$ cat src/rtl/dmem_arb_pkg.sv
// dmem_arb_pkg: shared types and constants for the data-memory port arbiter
package dmem_arb_pkg;

    localparam int   DMEM_XLEN = 32;
    localparam logic LANE1     = 1'b0;
    localparam logic LANE2     = 1'b1;

    typedef enum logic [1:0] {ARB_IDLE, ARB_ACC0, ARB_ACC1, ARB_DONE} arb_state_t;

    typedef struct packed {
        logic                 valid;
        logic                 lane;
        logic                 we;
        logic [DMEM_XLEN-1:0] addr;
        logic [DMEM_XLEN-1:0] wdata;
        logic [2:0]           size;
    } mem_slot_t;

endpackage

$ cat src/rtl/dmem_order_sel.sv
// dmem_order_sel: orders the two lane requests by PC into first/second access slots
module dmem_order_sel
    import dmem_arb_pkg::*;
(
    input  logic                 v1,
    input  logic                 v2,
    input  logic                 we1,
    input  logic                 we2,
    input  logic [DMEM_XLEN-1:0] addr1,
    input  logic [DMEM_XLEN-1:0] addr2,
    input  logic [DMEM_XLEN-1:0] wdata1,
    input  logic [DMEM_XLEN-1:0] wdata2,
    input  logic [2:0]           size1,
    input  logic [2:0]           size2,
    input  logic [DMEM_XLEN-1:0] pc1,
    input  logic [DMEM_XLEN-1:0] pc2,
    output mem_slot_t            slot0,
    output mem_slot_t            slot1
);

    mem_slot_t s1;
    mem_slot_t s2;
    logic      lane2_first;

    always_comb begin
        s1 = '{valid: v1, lane: LANE1, we: we1, addr: addr1, wdata: wdata1, size: size1};
        s2 = '{valid: v2, lane: LANE2, we: we2, addr: addr2, wdata: wdata2, size: size2};
        // equal PCs keep lane 1 first; a lone request always lands in slot0
        lane2_first = v2 && (!v1 || (pc2 < pc1));
        slot0 = lane2_first ? s2 : s1;
        slot1 = lane2_first ? s1 : s2;
    end

endmodule

$ cat src/rtl/dmem_port_arbiter.sv
// dmem_port_arbiter: serialises the two M-stage memory accesses onto one port, stalling the pipeline meanwhile
module dmem_port_arbiter
    import dmem_arb_pkg::*;
#(
    parameter int MAX_WAIT = 255,
    parameter int XLEN     = DMEM_XLEN
) (
    input  logic            clk,
    input  logic            rst,
    input  logic            ReqM1,
    input  logic            ReqM2,
    input  logic            WeM1,
    input  logic            WeM2,
    input  logic [XLEN-1:0] AddrM1,
    input  logic [XLEN-1:0] AddrM2,
    input  logic [XLEN-1:0] WDataM1,
    input  logic [XLEN-1:0] WDataM2,
    input  logic [2:0]      SizeM1,
    input  logic [2:0]      SizeM2,
    input  logic [XLEN-1:0] PCM1,
    input  logic [XLEN-1:0] PCM2,
    input  logic            FlushM1,
    input  logic            FlushM2,
    output logic            mem_req,
    output logic            mem_we,
    output logic [XLEN-1:0] mem_addr,
    output logic [XLEN-1:0] mem_wdata,
    output logic [2:0]      mem_size,
    input  logic            mem_ready,
    input  logic [XLEN-1:0] mem_rdata,
    output logic [XLEN-1:0] RDataM1,
    output logic [XLEN-1:0] RDataM2,
    output logic            StallAll,
    output logic            MemErr
);

    localparam logic [7:0] WAIT_LAST = 8'(MAX_WAIT - 1);

    arb_state_t state, state_nxt;
    mem_slot_t  sel0, sel1, slot0, slot1, cur;
    logic [7:0] wait_cnt;
    logic       any_req, acc, timeout;

    dmem_order_sel u_order (
        .v1    (ReqM1 & ~FlushM1),
        .v2    (ReqM2 & ~FlushM2),
        .we1   (WeM1),
        .we2   (WeM2),
        .addr1 (AddrM1),
        .addr2 (AddrM2),
        .wdata1(WDataM1),
        .wdata2(WDataM2),
        .size1 (SizeM1),
        .size2 (SizeM2),
        .pc1   (PCM1),
        .pc2   (PCM2),
        .slot0 (sel0),
        .slot1 (sel1)
    );

    assign any_req = sel0.valid;

    always_ff @(posedge clk or posedge rst)
        if (rst) state <= ARB_IDLE;
        else     state <= state_nxt;

    always_comb begin
        state_nxt = state;
        cur       = (state == ARB_ACC1) ? slot1 : slot0;
        acc       = (state == ARB_ACC0) || (state == ARB_ACC1);
        timeout   = acc && !mem_ready && (wait_cnt == WAIT_LAST);
        mem_req   = acc && cur.valid;
        // the idle-cycle stall is combinational so the pipeline freezes before it advances
        StallAll  = acc || ((state == ARB_IDLE) && any_req && !rst);
        case (state)
            ARB_IDLE: state_nxt = any_req ? ARB_ACC0 : ARB_IDLE;
            ARB_ACC0:
                if (mem_ready)    state_nxt = slot1.valid ? ARB_ACC1 : ARB_DONE;
                else if (timeout) state_nxt = ARB_DONE;
            ARB_ACC1: if (mem_ready || timeout) state_nxt = ARB_DONE;
            default:  state_nxt = ARB_IDLE;
        endcase
    end

    assign mem_we    = mem_req & cur.we;
    assign mem_addr  = mem_req ? cur.addr  : '0;
    assign mem_wdata = mem_req ? cur.wdata : '0;
    assign mem_size  = mem_req ? cur.size  : '0;

    always_ff @(posedge clk or posedge rst) begin
        if (rst) begin
            slot0    <= '0;
            slot1    <= '0;
            wait_cnt <= '0;
            RDataM1  <= '0;
            RDataM2  <= '0;
            MemErr   <= 1'b0;
        end else begin
            if ((state == ARB_IDLE) && any_req) begin
                slot0 <= sel0;
                slot1 <= sel1;
            end
            if (acc) begin
                wait_cnt <= (mem_ready || timeout) ? '0 : wait_cnt + 8'd1;
                if (timeout) MemErr <= 1'b1;
                if (mem_ready && !cur.we && (cur.lane == LANE1)) RDataM1 <= mem_rdata;
                if (mem_ready && !cur.we && (cur.lane == LANE2)) RDataM2 <= mem_rdata;
            end
        end
    end

endmodule

$ cat config.mk
export PLATFORM = sky130hd
export DESIGN_NAME = dmem_port_arbiter
export DESIGN_NICKNAME = d
export VERILOG_FILES = /design/src/rtl/dmem_arb_pkg.sv /design/src/rtl/dmem_order_sel.sv /design/src/rtl/dmem_port_arbiter.sv
export SDC_FILE = /design/constraint.sdc
export NUM_CORES = 1
export LEC_CHECK = 0
export ABC_AREA = 1
export BUFFER_PORTS_ARGS = -buffer_cell sky130_fd_sc_hd__buf_2
export CORE_MARGIN = 3
export CORE_UTILIZATION = 47
export CTS_CLUSTER_SIZE = 20
export DETAILED_ROUTE_END_ITERATION = 8
export PLACE_DENSITY = 0.74
export SYNTH_ARGS = -nofsm -noshare
export SYNTH_HDL_FRONTEND = slang
export SYNTH_HIERARCHICAL = 1
export SYNTH_SLANG_ARGS = --single-unit
export TNS_END_PERCENT = 10
$ cat constraint.sdc
create_clock -name clk -period 6.5 [get_ports clk]
set_input_delay 0.975 -clock clk [delete_from_list [all_inputs] [get_ports clk]]
set_output_delay 0.975 -clock clk [all_outputs]
set_load 0.01 [all_outputs]
# Word level (Yosys, flattened, before mapping)
# Index checks and enable logic that the tools add are counted.
# op_classes
n_addsub	1
multipliers	0
n_div	0
order_cmp	1
n_eq_ne	5
shifts	0
muxes	13
bitwise_logic	6
reduce_logical	22
# op_table
cell	n
two-way mux 70 bit	3
two-way mux 32 bit	2
less-than comparator 32 bit	1
logical AND 1 bit	9
adder 8 x 1 -> 8 bit, second input constant	1
equality test 8 bit, second input constant	1
two-way mux 8 bit	1
AND reduction 2 bit	4
two-way mux 2 bit	3
one-hot mux 2 bit (3 select lines)	1
zero test 1 bit	4
logical OR 1 bit	4
AND 1 bit	3
two-way mux 3 bit	1
!= test 3 bit, second input constant	1
NOT 1 bit	3
equality test 2 x 1 -> 1 bit, second input constant	1
equality test 2 bit, second input constant	1
zero test 2 bit	1
two-way mux 1 bit	2
!= test 2 x 1 -> 1 bit, second input constant	1
# word_totals
reg_bits	215
latchBits	0
ramBits	0
romBits	0
inputBits	239
out_inout_bits	135
wordCells	65
mem_count	0

# Depth between registers and ports, before layout
# Gate-level depths: netlist of the first run.
# depth
word_depth	9
depth_mapped	20
ltp_nobuf	18

# Modules after synthesis
# Netlist of the first run, hierarchy kept.
# by_module_without_submodules
module	instances	cells_each	area_per_inst_um2	seq_area_each_um2
dmem_port_arbiter	1	1160	9361.5	5380.2
dmem_order_sel	1	593	3052.9	0.0

# Least setup slack after synthesis of the first run
# No wires, ideal clock.
# synth_path
path_kind	input port to output port
start	input ReqM2
end	output StallAll
t_arrival_ns	2.182
t_required_ns	5.525
setup_slack_ns	3.343
stages	7
n_path_buf	2
path_cell_list	inv_1 nor2_1 clkbuf_1 or2_2 nand2_1 clkbuf_1 o21ai_0
# synth_lines
item	line	text
start: declaration	dmem_port_arbiter.sv:11	input logic ReqM2,
end: declaration	dmem_port_arbiter.sv:33	output logic StallAll,

# Worst setup path after layout of the first run
# layout_path
start	register state[0]
end	output mem_addr[0]
# layout_between
elab_chain_cells	4
word_cells_on_any_way	6
classes_between	eq/ne (2); mux (2); reduce/logical (2)
# layout_lines
item	line	text
start: declaration	dmem_port_arbiter.sv:39	arb_state_t state, state_nxt;
start signal: assignment	dmem_port_arbiter.sv:65	else state <= state_nxt;
equality test 2 bit or equality test 2 x 1 -> 1 bit (tied branches)	dmem_port_arbiter.sv:69, dmem_port_arbiter.sv:70	
two-way mux 70 bit or logical OR 1 bit (tied branches)	dmem_port_arbiter.sv:69, dmem_port_arbiter.sv:70	
logical AND 1 bit	dmem_port_arbiter.sv:72	mem_req = acc && cur.valid;
two-way mux 32 bit *	dmem_port_arbiter.sv:86	assign mem_addr = mem_req ? cur.addr : '0;
end: declaration	dmem_port_arbiter.sv:26	output logic [XLEN-1:0] mem_addr,
# Mark *: on every way between the ends. The rest lies on a longest branch, timed or not.

==> results of run 1 <==
## worst max-delay path, cell delays in order (launching register included)
cell                      delay (ns)
sky130_fd_sc_hd__dfrtp_1        0.42
sky130_fd_sc_hd__inv_1          0.13
sky130_fd_sc_hd__ha_4           0.77
sky130_fd_sc_hd__inv_2          0.06
sky130_fd_sc_hd__nor2_1         0.21
sky130_fd_sc_hd__nor3_4         0.07
sky130_fd_sc_hd__inv_2          0.05
sky130_fd_sc_hd__buf_4          0.74
sky130_fd_sc_hd__a21oi_1        0.21
sky130_fd_sc_hd__buf_2          0.22
## worst max path at each step
stage                       end
global route        mem_addr[2]
finish              mem_addr[0]
global placement      slot0[68]
floorplan                MemErr
CTS                 mem_addr[2]
detailed placement    slot0[39]
## cells in the mapped netlist
| cell | instances |
|---|---|
| sky130_fd_sc_hd__dfrtp_1 | 215 |
| sky130_fd_sc_hd__clkbuf_1 | 47 |
| sky130_fd_sc_hd__nor2_4 | 1 |
| sky130_fd_sc_hd__o21ai_2 | 1 |
| sky130_fd_sc_hd__nand3_1 | 105 |
| sky130_fd_sc_hd__buf_1 | 4 |
| sky130_fd_sc_hd__nand4_1 | 5 |
| sky130_fd_sc_hd__buf_8 | 5 |
| sky130_fd_sc_hd__nor3_4 | 1 |
| sky130_fd_sc_hd__xnor2_1 | 1 |
| sky130_fd_sc_hd__o21ai_1 | 15 |
| sky130_fd_sc_hd__nor2_1 | 24 |
| sky130_fd_sc_hd__inv_1 | 88 |
| sky130_fd_sc_hd__o21ai_0 | 59 |
| sky130_fd_sc_hd__or2_2 | 4 |
| sky130_fd_sc_hd__buf_2 | 37 |
| sky130_fd_sc_hd__o21a_1 | 1 |
| sky130_fd_sc_hd__buf_4 | 12 |
| sky130_fd_sc_hd__buf_6 | 6 |
| sky130_fd_sc_hd__inv_2 | 6 |
| sky130_fd_sc_hd__nand2_4 | 1 |
| sky130_fd_sc_hd__nand2_1 | 946 |
| sky130_fd_sc_hd__a21oi_2 | 20 |
| sky130_fd_sc_hd__nand3_2 | 40 |
| sky130_fd_sc_hd__xor2_1 | 2 |
| sky130_fd_sc_hd__nand2_2 | 3 |
| sky130_fd_sc_hd__ha_1 | 37 |
| sky130_fd_sc_hd__nor3_2 | 1 |
| sky130_fd_sc_hd__nor3_1 | 1 |
| sky130_fd_sc_hd__a21oi_1 | 65 |
## sequential cells by signal (all words and copies together), names as in the netlist
signal	cells
slot0	70
slot1	70
RDataM1	32
RDataM2	32
wait_cnt	8
state	2
MemErr	1
## cell type report
class,instances,area (um^2),share of cell area (%)
well taps,330,413,2.74
flip-flops and latches,215,5380,35.7
multi-input cells,1333,6110,40.6
diodes,3,7.51,0.0499
clock buffers,41,756,5.02
inverters,94,359,2.38
clock inverters,5,78.8,0.523
repair buffers,383,1950,13.0
## power groups by stage
stage | clock network (uW) | registers [uW] | logic [uW]
6_report | 1420 | 2230 | 2710
5_1_grt | 1500 | 2300 | 3060
4_1_cts | 1440 | 2230 | 2740
3_5_place_dp | 0 | 2240 | 2740
3_3_place_gp | 0 | 2220 | 2690
2_1_floorplan | 0 | 2280 | 1740
## kinds of logic (layout without fill, tap and decap cells)
logic type | after synthesis | after routing | synth area share [%]
fa+ha+maj | 37 | 37 | 3.73
buf+inv | 205 | 523 | 7.75
flops | 215 | 215 | 43.3
other cells | 0 | 3 | 0
compound gates | 161 | 161 | 7.15
xor+xnor | 3 | 3 | 0.212
simple gates | 1132 | 1132 | 37.8
## stage by stage
step	hold slack, ns	instances
final	0.466	2404
after global routing	0.494	2404
after CTS	0.468	2401
after detailed placement	0.452	2355
after global placement	0.447	2355
after floorplan	0.440	1753
## per-layer routing
layer	GRT usage, %	vias up	share of wire [%]
li1	-	6055	-
met3	3.69	73	6.8
met5	0	-	0.031
met2	40.7	448	48
met4	7.15	2	3.1
met1	31.7	5647	42
==> flow_results.xml, run 1 <==
<?xml version="1.0" encoding="UTF-8"?>
<metrics>
  <group name="setup_path">
    <metric name="largest_fanout_on_the_critical_path" unit="">74</metric>
    <metric name="timing.setup.critical_path_class" unit="">flop to primary output</metric>
    <metric name="crit_path_start_kind" unit="">flop</metric>
    <metric name="reg_to_reg_setup_timing_slack" unit="ns">3.08</metric>
    <metric name="crit-reg2reg-capture" unit="">RDataM1[11]</metric>
    <metric name="rr_startpoint" unit="">state[0]</metric>
    <metric name="setup.worst_path.start" unit="">state[0]</metric>
    <metric name="end_kind" unit="">primary output</metric>
    <metric name="cp.arrival" unit="ns">3.47</metric>
    <metric name="reg2regPathDepth" unit="">9</metric>
    <metric name="required" unit="ns">5.52</metric>
  </group>
  <group name="routing">
    <metric name="post_drt_wl_per_cell" unit="um">14.6</metric>
    <metric name="antenna_violating_nets_left" unit="">0</metric>
    <metric name="remaining_drc_errors" unit="">0</metric>
    <metric name="route.final.wire_length" unit="mm">35.2</metric>
    <metric name="drtPass1Iterations" unit="">6</metric>
    <metric name="dr_total_vias" unit="">12200</metric>
    <metric name="vias_per_cell" unit="">5.09</metric>
    <metric name="initial_drt_markers" unit="">957</metric>
  </group>
  <group name="synthesis">
    <metric name="syn_avg_cell_area" unit="um^2">7.08</metric>
    <metric name="yosys.area.top_type" unit="">sky130_fd_sc_hd__dfrtp_1</metric>
    <metric name="postSynthRegisterBits" unit="">215</metric>
    <metric name="synth_cell_types" unit="">30</metric>
    <metric name="post-synth-top-area-fraction" unit="%">43.3</metric>
    <metric name="ys_warn_count" unit="">6</metric>
    <metric name="synthCells" unit="">1753</metric>
    <metric name="synth.cell_area" unit="um^2">12400</metric>
    <metric name="post_synth_net_total" unit="">2029</metric>
    <metric name="yosys-top-cells-area" unit="">sky130_fd_sc_hd__dfrtp_1, sky130_fd_sc_hd__nand2_1, sky130_fd_sc_hd__nand3_1</metric>
    <metric name="sequential_share_of_the_synthesized_area" unit="%">43.3</metric>
  </group>
  <group name="final_layout">
    <metric name="fill_cells" unit="">2408</metric>
    <metric name="area_growth_syn_to_layout" unit="%">21.3</metric>
    <metric name="post_layout_inst_area" unit="um^2">15100</metric>
    <metric name="layout.cells.most_common_list" unit="">sky130_fd_sc_hd__nand2_1, sky130_fd_sc_hd__buf_2, sky130_fd_sc_hd__dfrtp_1</metric>
    <metric name="post_layout_nets" unit="">2328</metric>
    <metric name="mostFrequentLayoutCell" unit="">sky130_fd_sc_hd__nand2_1</metric>
    <metric name="postLayoutCoreUtil" unit="%">58.9</metric>
    <metric name="layout-drive-gt1-share" unit="%">24.2</metric>
  </group>
  <group name="sta">
    <metric name="final.setup.worst_slack" unit="ns">2.05</metric>
    <metric name="setup_viol" unit="">0</metric>
    <metric name="rsz_0062_raised_after_global_routing" unit="">no</metric>
    <metric name="achievable-frequency" unit="GHz">0.225</metric>
    <metric name="period_needed" unit="ns">4.45</metric>
    <metric name="timing.max_slew.rel_slack" unit="%">19.8</metric>
    <metric name="tns" unit="ns">0</metric>
    <metric name="max_slew.worst_pin.slew" unit="ns">1.20</metric>
    <metric name="slew_viols_final" unit="">0</metric>
    <metric name="report.final.hold_viol_count" unit="">0</metric>
    <metric name="layout_worst_path_cycle_share" unit="%">68.4</metric>
    <metric name="clock-skew-final" unit="ns">0.0114</metric>
  </group>
  <group name="grt">
    <metric name="grt_pass1_wl" unit="mm">57.0</metric>
    <metric name="grt.total_usage" unit="%">23.9</metric>
    <metric name="grt_max_degree" unit="">140</metric>
    <metric name="gr-total-overflow" unit="">0</metric>
    <metric name="first_global_vias" unit="">11500</metric>
    <metric name="antenna_found_initial" unit="">4</metric>
  </group>
  <group name="die">
    <metric name="dieArea" unit="um^2">28400</metric>
    <metric name="fp.coreArea" unit="um^2">25500</metric>
    <metric name="initial_core_util" unit="%">48.6</metric>
    <metric name="floorplan.die.height" unit="um">169</metric>
    <metric name="io-pin-count" unit="">374</metric>
    <metric name="core.rowCount" unit="">58</metric>
    <metric name="die_width" unit="um">169</metric>
  </group>
  <group name="cts">
    <metric name="tritoncts" unit="">yes</metric>
    <metric name="ctsResizeCount" unit="">0</metric>
    <metric name="clockRootBuffer" unit="">sky130_fd_sc_hd__clkbuf_16</metric>
    <metric name="clk_latency" unit="ns">0.52</metric>
    <metric name="clk_transition_reported_paths" unit="ns">0.06</metric>
    <metric name="max-clock-path-buffers" unit="">3</metric>
    <metric name="number_of_sinks_handled_by_clock_tree_synthesis" unit="">215</metric>
    <metric name="cts.htree.levels" unit="">1</metric>
    <metric name="postCtsSetupBuffers" unit="">0</metric>
    <metric name="cts_hold_buffers" unit="">0</metric>
    <metric name="number_of_cts_inserted_buffers" unit="">25</metric>
  </group>
  <group name="placement">
    <metric name="placed_cell_area" unit="um^2">14200</metric>
    <metric name="place_congestion" unit="">0.838</metric>
    <metric name="pre_cts_ws" unit="ns">2.18</metric>
    <metric name="place.port_buffers" unit="">373</metric>
    <metric name="hpwlAfterDp" unit="mm">23.3</metric>
  </group>
  <group name="status">
    <metric name="result_of_the_run" unit="">complete, no violations</metric>
  </group>
  <group name="power_and_ir_drop">
    <metric name="combPwrFrac" unit="%">42.7</metric>
    <metric name="clock_power_share" unit="%">22.3</metric>
    <metric name="switching_share" unit="%">41.6</metric>
    <metric name="reg_power_share" unit="%">35.1</metric>
    <metric name="p_leak" unit="uW">0.00874</metric>
    <metric name="power_per_cell_area" unit="nW/um^2">422</metric>
    <metric name="internal_power" unit="uW">3720</metric>
    <metric name="vdd_ir_drop_max" unit="mV">0.395</metric>
    <metric name="power.net_switching" unit="uW">2640</metric>
    <metric name="report.power.total" unit="uW">6360</metric>
  </group>
  <group name="worst_hold_path">
    <metric name="hold_path.startpoint" unit="">MemErr</metric>
    <metric name="hold_end" unit="">MemErr</metric>
    <metric name="min-delay-path-class" unit="">flop to flop</metric>
    <metric name="min_delay_path_depth" unit="">2</metric>
  </group>
  <group name="flow_run">
    <metric name="maxCapViolCount" unit="">0</metric>
  </group>
</metrics>
(Power assumes the default switching activity.)
==> run 2, diff against run 1 <==
--- a/config.mk
+++ b/config.mk
@@ -8,10 +8,10 @@
 export ABC_AREA = 1
 export BUFFER_PORTS_ARGS = -buffer_cell sky130_fd_sc_hd__buf_2
 export CORE_MARGIN = 3
-export CORE_UTILIZATION = 47
+export CORE_UTILIZATION = 53
 export CTS_CLUSTER_SIZE = 20
 export DETAILED_ROUTE_END_ITERATION = 8
-export PLACE_DENSITY = 0.74
+export PLACE_DENSITY = 0.79
 export SYNTH_ARGS = -nofsm -noshare
 export SYNTH_HDL_FRONTEND = slang
 export SYNTH_HIERARCHICAL = 1
==> constraint.sdc (replaced) <==
create_clock -name clk -period 4.33 [get_ports clk]
set_input_delay 0.6495 -clock clk [delete_from_list [all_inputs] [get_ports clk]]
set_output_delay 0.6495 -clock clk [all_outputs]
set_load 0.01 [all_outputs]
==> run 2 against run 1 <==
Against the previous run:
- non-clock buffer count up 6
- clock skew up 0.0037 ns
- clock-buffer cell count down 3
- via count about the same
- design area about the same
- total power up 48%
- wire length down 0.70%
- hold slack worse by 0.080 ns
- global-route usage up 2.7 points
- critical path type unchanged
- largest cell class unchanged
- largest power group unchanged
==> flow_results.xml, run 2 (same netlist as run 1, synthesis figures left out) <==
<?xml version="1.0" encoding="UTF-8"?>
<metrics>
  <group name="sta">
    <metric name="layout_worst_path_cycle_share" unit="%">87.2</metric>
    <metric name="report.final.hold_viol_count" unit="">0</metric>
    <metric name="final.setup.worst_slack" unit="ns">0.553</metric>
    <metric name="tns" unit="ns">0</metric>
    <metric name="period_needed" unit="ns">3.78</metric>
    <metric name="max_slew.worst_pin.slew" unit="ns">1.14</metric>
    <metric name="achievable-frequency" unit="GHz">0.265</metric>
    <metric name="setup_viol" unit="">0</metric>
    <metric name="rsz_0062_raised_after_global_routing" unit="">no</metric>
    <metric name="clock-skew-final" unit="ns">0.0151</metric>
    <metric name="slew_viols_final" unit="">0</metric>
    <metric name="timing.max_slew.rel_slack" unit="%">24.1</metric>
  </group>
  <group name="placement">
    <metric name="place_congestion" unit="">0.863</metric>
    <metric name="place.port_buffers" unit="">373</metric>
    <metric name="hpwlAfterDp" unit="mm">23.5</metric>
    <metric name="pre_cts_ws" unit="ns">1.09</metric>
  </group>
  <group name="final_layout">
    <metric name="area_growth_syn_to_layout" unit="%">21.3</metric>
    <metric name="layout.cells.most_common_list" unit="">sky130_fd_sc_hd__nand2_1, sky130_fd_sc_hd__buf_2, sky130_fd_sc_hd__dfrtp_1</metric>
    <metric name="final-seq-area" unit="um^2">5380</metric>
    <metric name="post_layout_nets" unit="">2333</metric>
    <metric name="mostFrequentLayoutCell" unit="">sky130_fd_sc_hd__nand2_1</metric>
    <metric name="fill_cells" unit="">2064</metric>
    <metric name="layout-drive-gt1-share" unit="%">24.5</metric>
    <metric name="layout_top_registers" unit="">slot0 (70), slot1 (70)</metric>
    <metric name="multiInputGateArea" unit="um^2">6100</metric>
  </group>
  <group name="cts">
    <metric name="cts.htree.levels" unit="">1</metric>
    <metric name="clockRootBuffer" unit="">sky130_fd_sc_hd__clkbuf_16</metric>
    <metric name="number_of_sinks_handled_by_clock_tree_synthesis" unit="">215</metric>
    <metric name="cts_hold_buffers" unit="">0</metric>
    <metric name="clk_transition_reported_paths" unit="ns">0.06</metric>
    <metric name="clk_latency" unit="ns">0.52</metric>
    <metric name="number_of_cts_inserted_buffers" unit="">24</metric>
    <metric name="max-clock-path-buffers" unit="">3</metric>
    <metric name="tritoncts" unit="">yes</metric>
    <metric name="ctsResizeCount" unit="">0</metric>
    <metric name="postCtsSetupBuffers" unit="">0</metric>
  </group>
  <group name="die">
    <metric name="fp.coreArea" unit="um^2">22800</metric>
    <metric name="dieArea" unit="um^2">25300</metric>
    <metric name="core.rowCount" unit="">55</metric>
    <metric name="die_width" unit="um">159</metric>
    <metric name="io-pin-count" unit="">374</metric>
    <metric name="initial_core_util" unit="%">54.3</metric>
    <metric name="floorplan.die.height" unit="um">159</metric>
  </group>
  <group name="grt">
    <metric name="gr-total-overflow" unit="">0</metric>
    <metric name="antenna_found_initial" unit="">4</metric>
    <metric name="first_global_vias" unit="">11700</metric>
    <metric name="grt_pass1_wl" unit="mm">56.6</metric>
    <metric name="grt_max_degree" unit="">137</metric>
    <metric name="grt.total_usage" unit="%">26.6</metric>
  </group>
  <group name="status">
    <metric name="result_of_the_run" unit="">complete, no violations</metric>
  </group>
  <group name="setup_path">
    <metric name="cp.arrival" unit="ns">3.13</metric>
    <metric name="end_kind" unit="">primary output</metric>
    <metric name="crit_path_start_kind" unit="">flop</metric>
    <metric name="timing.setup.critical_path_class" unit="">flop to primary output</metric>
    <metric name="required" unit="ns">3.68</metric>
    <metric name="largest_fanout_on_the_critical_path" unit="">44</metric>
  </group>
  <group name="routing">
    <metric name="antenna_violating_nets_left" unit="">0</metric>
    <metric name="wl_met1" unit="mm">14.1</metric>
    <metric name="route.final.wire_length" unit="mm">34.9</metric>
    <metric name="met3_layer_wire_length_in_the_routed_design" unit="mm">2.67</metric>
    <metric name="vias_per_cell" unit="">5.11</metric>
    <metric name="wl_met2" unit="mm">16.9</metric>
    <metric name="drtPass1Iterations" unit="">5</metric>
    <metric name="dr_total_vias" unit="">12200</metric>
    <metric name="remaining_drc_errors" unit="">0</metric>
    <metric name="post_drt_wl_per_cell" unit="um">14.6</metric>
    <metric name="highest-signal-layer" unit="">met5</metric>
    <metric name="initial_drt_markers" unit="">948</metric>
  </group>
  <group name="power_and_ir_drop">
    <metric name="vdd_ir_drop_max" unit="mV">0.429</metric>
    <metric name="power_per_cell_area" unit="nW/um^2">626</metric>
    <metric name="p_leak" unit="uW">0.00877</metric>
  </group>
  <group name="worst_hold_path">
    <metric name="min-delay-path-class" unit="">input pin to flop</metric>
  </group>
  <group name="flow_run">
    <metric name="maxCapViolCount" unit="">0</metric>
  </group>
</metrics>
run 2: worst paths after layout:
path	startpoint	to	slack [ns]	cells past startpoint
worst max register to register	state[0]	RDataM1[14]	1.15	9
max in group asynchronous	rst	slot0[52]	3.05	3
worst min-delay path	mem_rdata[14]	RDataM2[14]	0.39	3
worst min register to register	MemErr	MemErr	0.47	2
min in group asynchronous	rst	RDataM2[21]	0.43	2
worst max-delay path	state[0]	mem_addr[4]	0.55	8
run 2: final cells by class:
class                           instances  share of cell area, %
Antenna cell                            3                 0.0498
Clock buffer                           38                   4.87
Clock inverter                          6                  0.274
Inverter                               94                   2.38
Multi-Input combinational cell       1333                   40.5
Sequential cell                       215                   35.7
Tap cell                              313                   2.60
Timing Repair Buffer                  389                   13.6
run 2: layer usage:
layer  vias up  GRT usage [%]
li1       6077              -
met1      5550           33.7
met2       508           45.6
met3        85           4.71
met4         2           10.0
met5         -              0
run 2: report_power, final:
part	switching, uW	internal (uW)	leakage, uW
clock	793	1160	0.000387
sequential	466	2890	0.00271
combinational	2720	1400	0.00567
run 2: stage by stage:
stage / util, % / instances / power, uW / instance area, um^2 / hold WS [ns]
after floorplan: - / 1753 / 6030 / 12400 / 0.440
after global placement: 62.5 / 2344 / 7340 / 14300 / 0.454
after detailed placement: 62.5 / 2344 / 7470 / 14300 / 0.464
after CTS: 65.9 / 2388 / 9490 / 15100 / 0.360
after global routing: 65.9 / 2391 / 10200 / 15100 / 0.381
final: 65.9 / 2391 / 9430 / 15100 / 0.386
run 2: worst max-delay path, cell delays in order (launching register included):
cell and delay, ns:
sky130_fd_sc_hd__dfrtp_1 0.39, sky130_fd_sc_hd__inv_1 0.08, sky130_fd_sc_hd__ha_1 0.43, sky130_fd_sc_hd__inv_2 0.18, sky130_fd_sc_hd__nor3_4 0.07, sky130_fd_sc_hd__inv_2 0.82
sky130_fd_sc_hd__buf_4 0.37, sky130_fd_sc_hd__a21oi_1 0.11, sky130_fd_sc_hd__buf_2 0.16
